===== src/rtl/dfu_boot_pkg.sv =====
// Shared types and constants for the DFU bootloader power-up / hand-off sequencer.
package dfu_boot_pkg;

   typedef enum logic [2:0] {
      ST_LOCK       = 3'd0,
      ST_RESET      = 3'd1,
      ST_ARMED      = 3'd2,
      ST_ACTIVE     = 3'd3,
      ST_DISCONNECT = 3'd4,
      ST_BOOT       = 3'd5
   } seq_state_e;

   // DFU states above this value mean a host is actively talking to the core.
   localparam logic [7:0] DFU_STATE_IDLE = 8'h02;

   localparam int unsigned DEF_RESET_CYCLES        = 65535;
   localparam int unsigned DEF_BOOT_TIMEOUT_CYCLES = 60000000;
   localparam int unsigned DEF_DISCONNECT_CYCLES   = 12000;
   localparam int unsigned DEF_LOCK_FILTER         = 4;

   // Down-counters run from N-1 to 0 so a state lasts exactly N cycles.
   function automatic logic [31:0] load_val(input int unsigned cycles);
      return 32'(cycles - 1);
   endfunction

endpackage


===== src/rtl/dfu_boot_sequencer_lock_qualifier.sv =====
// Synchronises the asynchronous PLL lock and qualifies it with a run-length filter.
module lock_qualifier
   import dfu_boot_pkg::*;
#(
   parameter int unsigned LOCK_FILTER = DEF_LOCK_FILTER
) (
   input  logic clk,
   input  logic reset,
   input  logic pll_locked,
   output logic lock_q,
   output logic lock_ok
);

   localparam int unsigned   CW      = $clog2(LOCK_FILTER + 1);
   localparam logic [CW-1:0] RUN_MAX = CW'(LOCK_FILTER - 1);

   logic          meta_q, meta_d;
   logic          lock_d;
   logic [CW-1:0] run_q, run_d;

   // NOTE: every always_comb output gets a default first, so no path can infer a latch.
   always_comb begin
      meta_d = pll_locked;
      lock_d = meta_q;
      run_d  = '0;
      if (lock_q) begin
         run_d = (run_q == RUN_MAX) ? run_q : run_q + CW'(1);
      end
   end

   // The sample that completes the run is the one that qualifies lock.
   assign lock_ok = lock_q && (run_q == RUN_MAX);

   // NOTE: sequential state uses non-blocking assignments only, so flop order never matters.
   always_ff @(posedge clk) begin
      if (reset) begin
         meta_q <= 1'b0;
         lock_q <= 1'b0;
         run_q  <= '0;
      end else begin
         meta_q <= meta_d;
         lock_q <= lock_d;
         run_q  <= run_d;
      end
   end

endmodule


===== src/rtl/dfu_boot_sequencer.sv =====
// Bootloader sequencer: PLL lock -> DFU core reset -> USB attach -> auto-boot window
// -> USB detach -> sticky boot request. Outputs are decoded from the next state.
module dfu_boot_sequencer
   import dfu_boot_pkg::*;
#(
   parameter int unsigned RESET_CYCLES        = DEF_RESET_CYCLES,
   parameter int unsigned BOOT_TIMEOUT_CYCLES = DEF_BOOT_TIMEOUT_CYCLES,
   parameter int unsigned DISCONNECT_CYCLES   = DEF_DISCONNECT_CYCLES,
   parameter int unsigned LOCK_FILTER         = DEF_LOCK_FILTER
) (
   input  logic       clk,
   input  logic       reset,
   input  logic       pll_locked,
   input  logic [7:0] dfu_state,
   input  logic       dfu_detach,
   input  logic       force_boot,
   output logic       core_reset,
   output logic       usb_pull_en,
   output logic       boot_now,
   output logic       autoboot_armed,
   output logic [2:0] seq_state
);

   logic lock_q;
   logic lock_ok;

   lock_qualifier #(.LOCK_FILTER(LOCK_FILTER)) u_lock_qualifier (
      .clk        (clk),
      .reset      (reset),
      .pll_locked (pll_locked),
      .lock_q     (lock_q),
      .lock_ok    (lock_ok)
   );

   seq_state_e  state_q, state_d;
   logic [31:0] rst_cnt_q, rst_cnt_d;
   logic [31:0] tmr_q, tmr_d;
   logic [31:0] dis_cnt_q, dis_cnt_d;
   logic        core_reset_q, core_reset_d;
   logic        usb_pull_en_q, usb_pull_en_d;
   logic        boot_now_q, boot_now_d;
   logic        autoboot_armed_q, autoboot_armed_d;

   logic leave_req;
   logic dfu_busy;

   assign leave_req = dfu_detach || force_boot;
   assign dfu_busy  = dfu_state > DFU_STATE_IDLE;

   always_comb begin
      state_d   = state_q;
      rst_cnt_d = rst_cnt_q;
      tmr_d     = tmr_q;
      dis_cnt_d = dis_cnt_q;

      case (state_q)
         ST_LOCK: begin
            if (lock_ok) begin
               state_d   = ST_RESET;
               rst_cnt_d = load_val(RESET_CYCLES);
            end
         end
         ST_RESET: begin
            if (!lock_q) begin
               state_d = ST_LOCK;
            end else if (rst_cnt_q == '0) begin
               state_d = ST_ARMED;
               tmr_d   = load_val(BOOT_TIMEOUT_CYCLES);
            end else begin
               rst_cnt_d = rst_cnt_q - 32'd1;
            end
         end
         ST_ARMED: begin
            // Host activity outranks the timeout expiring on the same cycle.
            if (!lock_q) begin
               state_d = ST_LOCK;
            end else if (leave_req) begin
               state_d = ST_DISCONNECT;
            end else if (dfu_busy) begin
               state_d = ST_ACTIVE;
            end else if (tmr_q == '0) begin
               state_d = ST_DISCONNECT;
            end else begin
               tmr_d = tmr_q - 32'd1;
            end
         end
         ST_ACTIVE: begin
            if (!lock_q) begin
               state_d = ST_LOCK;
            end else if (leave_req) begin
               state_d = ST_DISCONNECT;
            end
         end
         ST_DISCONNECT: begin
            if (dis_cnt_q == '0) begin
               state_d = ST_BOOT;
            end else begin
               dis_cnt_d = dis_cnt_q - 32'd1;
            end
         end
         ST_BOOT: begin
            state_d = ST_BOOT;
         end
         default: begin
            state_d = ST_LOCK;
         end
      endcase

      if (state_d == ST_DISCONNECT && state_q != ST_DISCONNECT) begin
         dis_cnt_d = load_val(DISCONNECT_CYCLES);
      end
   end

   always_comb begin
      core_reset_d     = 1'b1;
      usb_pull_en_d    = 1'b0;
      boot_now_d       = 1'b0;
      autoboot_armed_d = autoboot_armed_q;
      case (state_d)
         ST_LOCK, ST_RESET: autoboot_armed_d = 1'b1;
         ST_ARMED: begin
            core_reset_d     = 1'b0;
            usb_pull_en_d    = 1'b1;
            autoboot_armed_d = 1'b1;
         end
         ST_ACTIVE: begin
            core_reset_d     = 1'b0;
            usb_pull_en_d    = 1'b1;
            autoboot_armed_d = 1'b0;
         end
         // Core stays out of reset while detached so an in-flight flash write completes.
         ST_DISCONNECT: core_reset_d = 1'b0;
         ST_BOOT:       boot_now_d   = 1'b1;
         default:       autoboot_armed_d = 1'b1;
      endcase
   end

   always_ff @(posedge clk) begin
      if (reset) begin
         state_q          <= ST_LOCK;
         rst_cnt_q        <= '0;
         tmr_q            <= '0;
         dis_cnt_q        <= '0;
         core_reset_q     <= 1'b1;
         usb_pull_en_q    <= 1'b0;
         boot_now_q       <= 1'b0;
         autoboot_armed_q <= 1'b1;
      end else begin
         state_q          <= state_d;
         rst_cnt_q        <= rst_cnt_d;
         tmr_q            <= tmr_d;
         dis_cnt_q        <= dis_cnt_d;
         core_reset_q     <= core_reset_d;
         usb_pull_en_q    <= usb_pull_en_d;
         boot_now_q       <= boot_now_d;
         autoboot_armed_q <= autoboot_armed_d;
      end
   end

   assign core_reset     = core_reset_q;
   assign usb_pull_en    = usb_pull_en_q;
   assign boot_now       = boot_now_q;
   assign autoboot_armed = autoboot_armed_q;
   assign seq_state      = state_q;

endmodule


===== config.mk =====
export PLATFORM = sky130hd
export DESIGN_NAME = dfu_boot_sequencer
export DESIGN_NICKNAME = d
export VERILOG_FILES = /design/src/rtl/dfu_boot_pkg.sv /design/src/rtl/dfu_boot_sequencer_lock_qualifier.sv /design/src/rtl/dfu_boot_sequencer.sv
export SDC_FILE = /design/constraint.sdc
export NUM_CORES = 1
export LEC_CHECK = 0
export CORE_ASPECT_RATIO = 1.75
export CORE_UTILIZATION = 40
export CTS_BUF_LIST = sky130_fd_sc_hd__clkbuf_4 sky130_fd_sc_hd__clkbuf_8 sky130_fd_sc_hd__clkbuf_16
export DETAILED_ROUTE_END_ITERATION = 16
export PLACE_DENSITY = 0.57
export SLEW_MARGIN = 20
export SYNTH_ARGS = -nofsm -noshare
export SYNTH_HDL_FRONTEND = slang
export SYNTH_SLANG_ARGS = --single-unit

===== constraint.sdc =====
create_clock -name clk -period 2.5 [get_ports clk]
set_input_delay 0.5 -clock clk [delete_from_list [all_inputs] [get_ports clk]]
set_output_delay 0.5 -clock clk [all_outputs]
set_load 0.03 [all_outputs]

==> reports/qor.csv <==
stage;metric;value;unit
status;status;complete, but fails checks;
status;violations;negative setup slack;
setup_path;cp_slowest_cell;or4_4;
finish;fill_cells;1211;
floorplan;start_util;41.4;%
floorplan;num_rows;55;
synth;yosysUniqueCellTypes;55;
timing;fin_ws;-116;ps
synth;synth_ff_type;dfxtp_1;
synth;synth-seq-cells;108;
timing;period_share;105;%
flow_run;cap_violations;0;
global_route;grt_antenna_before_repair;0;
drt;first_iter_violations;124;
finish;n_antenna_cell;0;
timing;rsz0062_at_grt;yes;
global_route;grt_max_degree;26;
timing;finalSetupViolCount;20;
synth;synth_edf_count;0;
finish;register_area;0.00217;mm²
finish;fin_area;0.00710;mm²
finish;area_growth;32.0;%
clock_network;cts.clk_slew.worst_paths;70;ps
placed_design;placed_area;0.00648;mm²
synth;yosys.area.top_type;dfxtp_1;
synth;yosys_warnings;0;
global_route;grtUsageMet2;39.2;%
power;powerDensity;452;mW/mm²
finish;final_nets;760;
power;combPwrFrac;2.4;%
setup_path;worst-setup-path-type;reg -> reg;
clock_network;postCtsHoldBufs;0;
floorplan;dieWidth;89.7;µm
power;p_int;2.46;mW
power;clock_power_share;44.0;%
synth;seq_area_frac_synth;40.2;%
clock_network;cts_tree;yes;
timing;tightestPinTransition;540;ps
floorplan;fp.dieH;155;µm
placed_design;dp_slack;-216;ps
synth;synthArstFlopShare;0;%
global_route;met1_usage;23.3;%
drt;first_pass_iters;4;
drt;via_count;5103;
timing;finalClockSkew;10.4;ps
synth;syn_nets;647;
power;netSwitchingFraction;23.4;%
power;seqPwrFrac;53.6;%
floorplan;core-area;0.0130;mm²
drt;wirelength;14700;µm
finish;drive_gt1_share;25.5;%
synth;yosys.area.top_type_share;40.2;%
setup_path;rr_worst_depth;9;
placed_design;dpl.hpwl;10700;µm
power;power.switching;0.752;mW
drt;ant_nets;0;
global_route;grt_util_all_layers;21.6;%
timing;period_minus_slack;2620;ps
synth;ys_top_cells_by_area;dfxtp_1 40%, xnor2_1 5.7%, nor2_1 5.4%;
floorplan;dieArea;0.0139;mm²
global_route;busiest_layer;met2;
drt;wire_per_inst;16.0;µm
power;peakVddDrop;0.000273;V
clock_network;clock-sinks;108;
setup_path;cp.required;2770;ps
setup_path;end_kind;flop;
finish;stdcell_count;917;
clock_network;htree_levels;3;
global_route;grt-ovfl-total;0;
finish;multi_input_area;0.00327;mm²
timing;tns;-1060;ps
clock_network;cts_buffer_depth;2;
floorplan;ios;20;
global_route;grtUsageMet3;3.02;%
global_route;grt_pass1_vias;5079;
placed_design;numPlacedInstances;889;
drt;drc;0;
setup_path;arrival;2890;ps
clock_network;clkLatencyLatePin;360;ps
timing;maxSlewHeadroom;63.9;%
placed_design;portBuffers;19;
setup_path;crit_fanout;4;
timing;fmax;382;MHz
synth;syn-cell-area;0.00538;mm²
synth;syn_avg_cell_area;8.57;µm²
clock_network;cts_inserted_buffers;9;
timing;maxSlewViolCount;0;
clock_network;cts_root_buf;clkbuf_16;
hold_path;holdCritPathClass;reg -> reg;
hold_path;holdPathStages;1;
global_route;grt_first_pass_wirelength;23400;µm
setup_path;slowest_delay;510;ps
placed_design;finalWeightedCongestion;0.822;
setup_path;cp-start-kind;flop;
timing;hold_viol;0;
drt;vias_per_cell;5.56;
power;power_leakage;2.83;nW
synth;syn_inst;628;
setup_path;path_cells;inv_2 -> ha_4 -> or3b_4 -> or4_4 -> buf_4 -> o31ai_4 -> nand2_2 -> or3_1 -> a32oi_1;
[worst max-delay path, delay by kind of cell (launching register included)]
family | cells | cell delay, ps
and+or+nand+nor | 4 | 1400
AOI/OAI and AO/OA | 2 | 460
DFF | 1 | 330
buffers and inverters | 2 | 220
adders and majority gates | 1 | 130
[worst paths after layout]
| path | from | slack (ps) | to |
|---|---|---|---|
| setup / recovery | rst_cnt_q[1] | -120 | autoboot_armed |
| hold / removal | u_lock_qualifier.lock_d | 460 | u_lock_qualifier.lock_q |
| setup reg to reg | rst_cnt_q[1] | -120 | autoboot_armed |
| hold reg to reg | u_lock_qualifier.lock_d | 460 | u_lock_qualifier.lock_q |
[repair_timing]
| item | 4_1_cts | 5_1_grt |
|---|---|---|
| gates resized for setup | 16 | 38 |
| pin swaps | 14 | 28 |
| setup buffers | 6 | 8 |
| hold endpoints to repair | 0 | 0 |
| setup endpoints to repair | 37 | 72 |
[logic make-up (layout without fill, tap and decap cells)]
family          count (synthesis)  in the layout  synth area share (%)
compound gates                131            131                  16.3
xor+xnor                       66             66                  10.7
fa+ha+maj                       6              6                  1.40
buf+inv                        43            161                  3.19
flops                         108            108                  40.2
mux                             2              2                 0.372
simple gates                  272            272                  27.8
[final cells by class]
cell class | instances | share of cell area [%]
clock buffer | 9 | 3.17
clock inverter | 7 | 0.986
inverter | 13 | 0.687
multi-input combinational | 477 | 46.1
sequential | 108 | 30.5
tap | 171 | 3.01
timing repair buffer | 132 | 15.6
[power by group through the flow]
| stage | clock (mW) | combinational [mW] | sequential, mW |
|---|---|---|---|
| floorplan | 0 | 0.0305 | 1.76 |
| global placement | 0 | 0.0751 | 1.76 |
| detailed placement | 0 | 0.0755 | 1.76 |
| CTS | 1.45 | 0.0758 | 1.72 |
| global route | 1.52 | 0.0823 | 1.72 |
| finish | 1.41 | 0.0755 | 1.72 |
[layout by cell type (no fill, tap or decap), drive strengths merged, types with 19 or more instances in the layout]
master and n:
a21oi 52, buf 114, nand4 21, xnor2 35
nor2 78, or4 20, xor2 31, nand2 31
dfxtp 108, nor4 29, or3 19
[registers in the layout (all words and copies together) (netlist names)]
register                 count
seq_state                    3
u_lock_qualifier.run_q       3
rst_cnt_q                   32
usb_pull_en                  1
core_reset                   1
boot_now                     1
tmr_q                       32
u_lock_qualifier.lock_q      1
u_lock_qualifier.lock_d      1
dis_cnt_q                   32
autoboot_armed               1
[Yosys cell counts, types with 3 or more instances]
cell type	count
o211ai_1	4
inv_1	13
nand3_1	10
a211oi_1	8
clkbuf_1	26
nand3b_1	5
nand2_1	31
nand2b_1	6
and3_1	4
xor2_1	31
nand4b_1	5
nor3b_1	7
nand4_1	19
a311oi_1	4
o31ai_1	9
nor2b_1	4
a2111oi_0	7
or4_4	3
ha_1	6
a21oi_1	52
or3_1	19
nor3_1	17
or2_2	6
nor4_1	29
o21ai_0	14
or4_1	17
nor2_1	78
xnor2_1	35
o41ai_1	5
dfxtp_1	108
o21a_1	3
a31oi_1	11
[stage by stage]
step	total power [mW]	hold WS (ps)	utilization, %
floorplan	1.79	414	-
global placement	1.84	453	49.8
detailed placement	1.84	444	49.8
CTS	3.25	457	52.9
global route	3.32	473	54.6
finish	3.21	457	54.6
[metal layers]
metal | wire, µm | share of wire [%] | up-vias
met5 | 0 | 0 | -
met4 | 547 | 3.7 | 0
met3 | 356 | 2.4 | 41
met2 | 7900 | 54 | 102
met1 | 5850 | 40 | 2417
li1 | - | - | 2543
No activity file was read; power rests on OpenSTA's default activity.
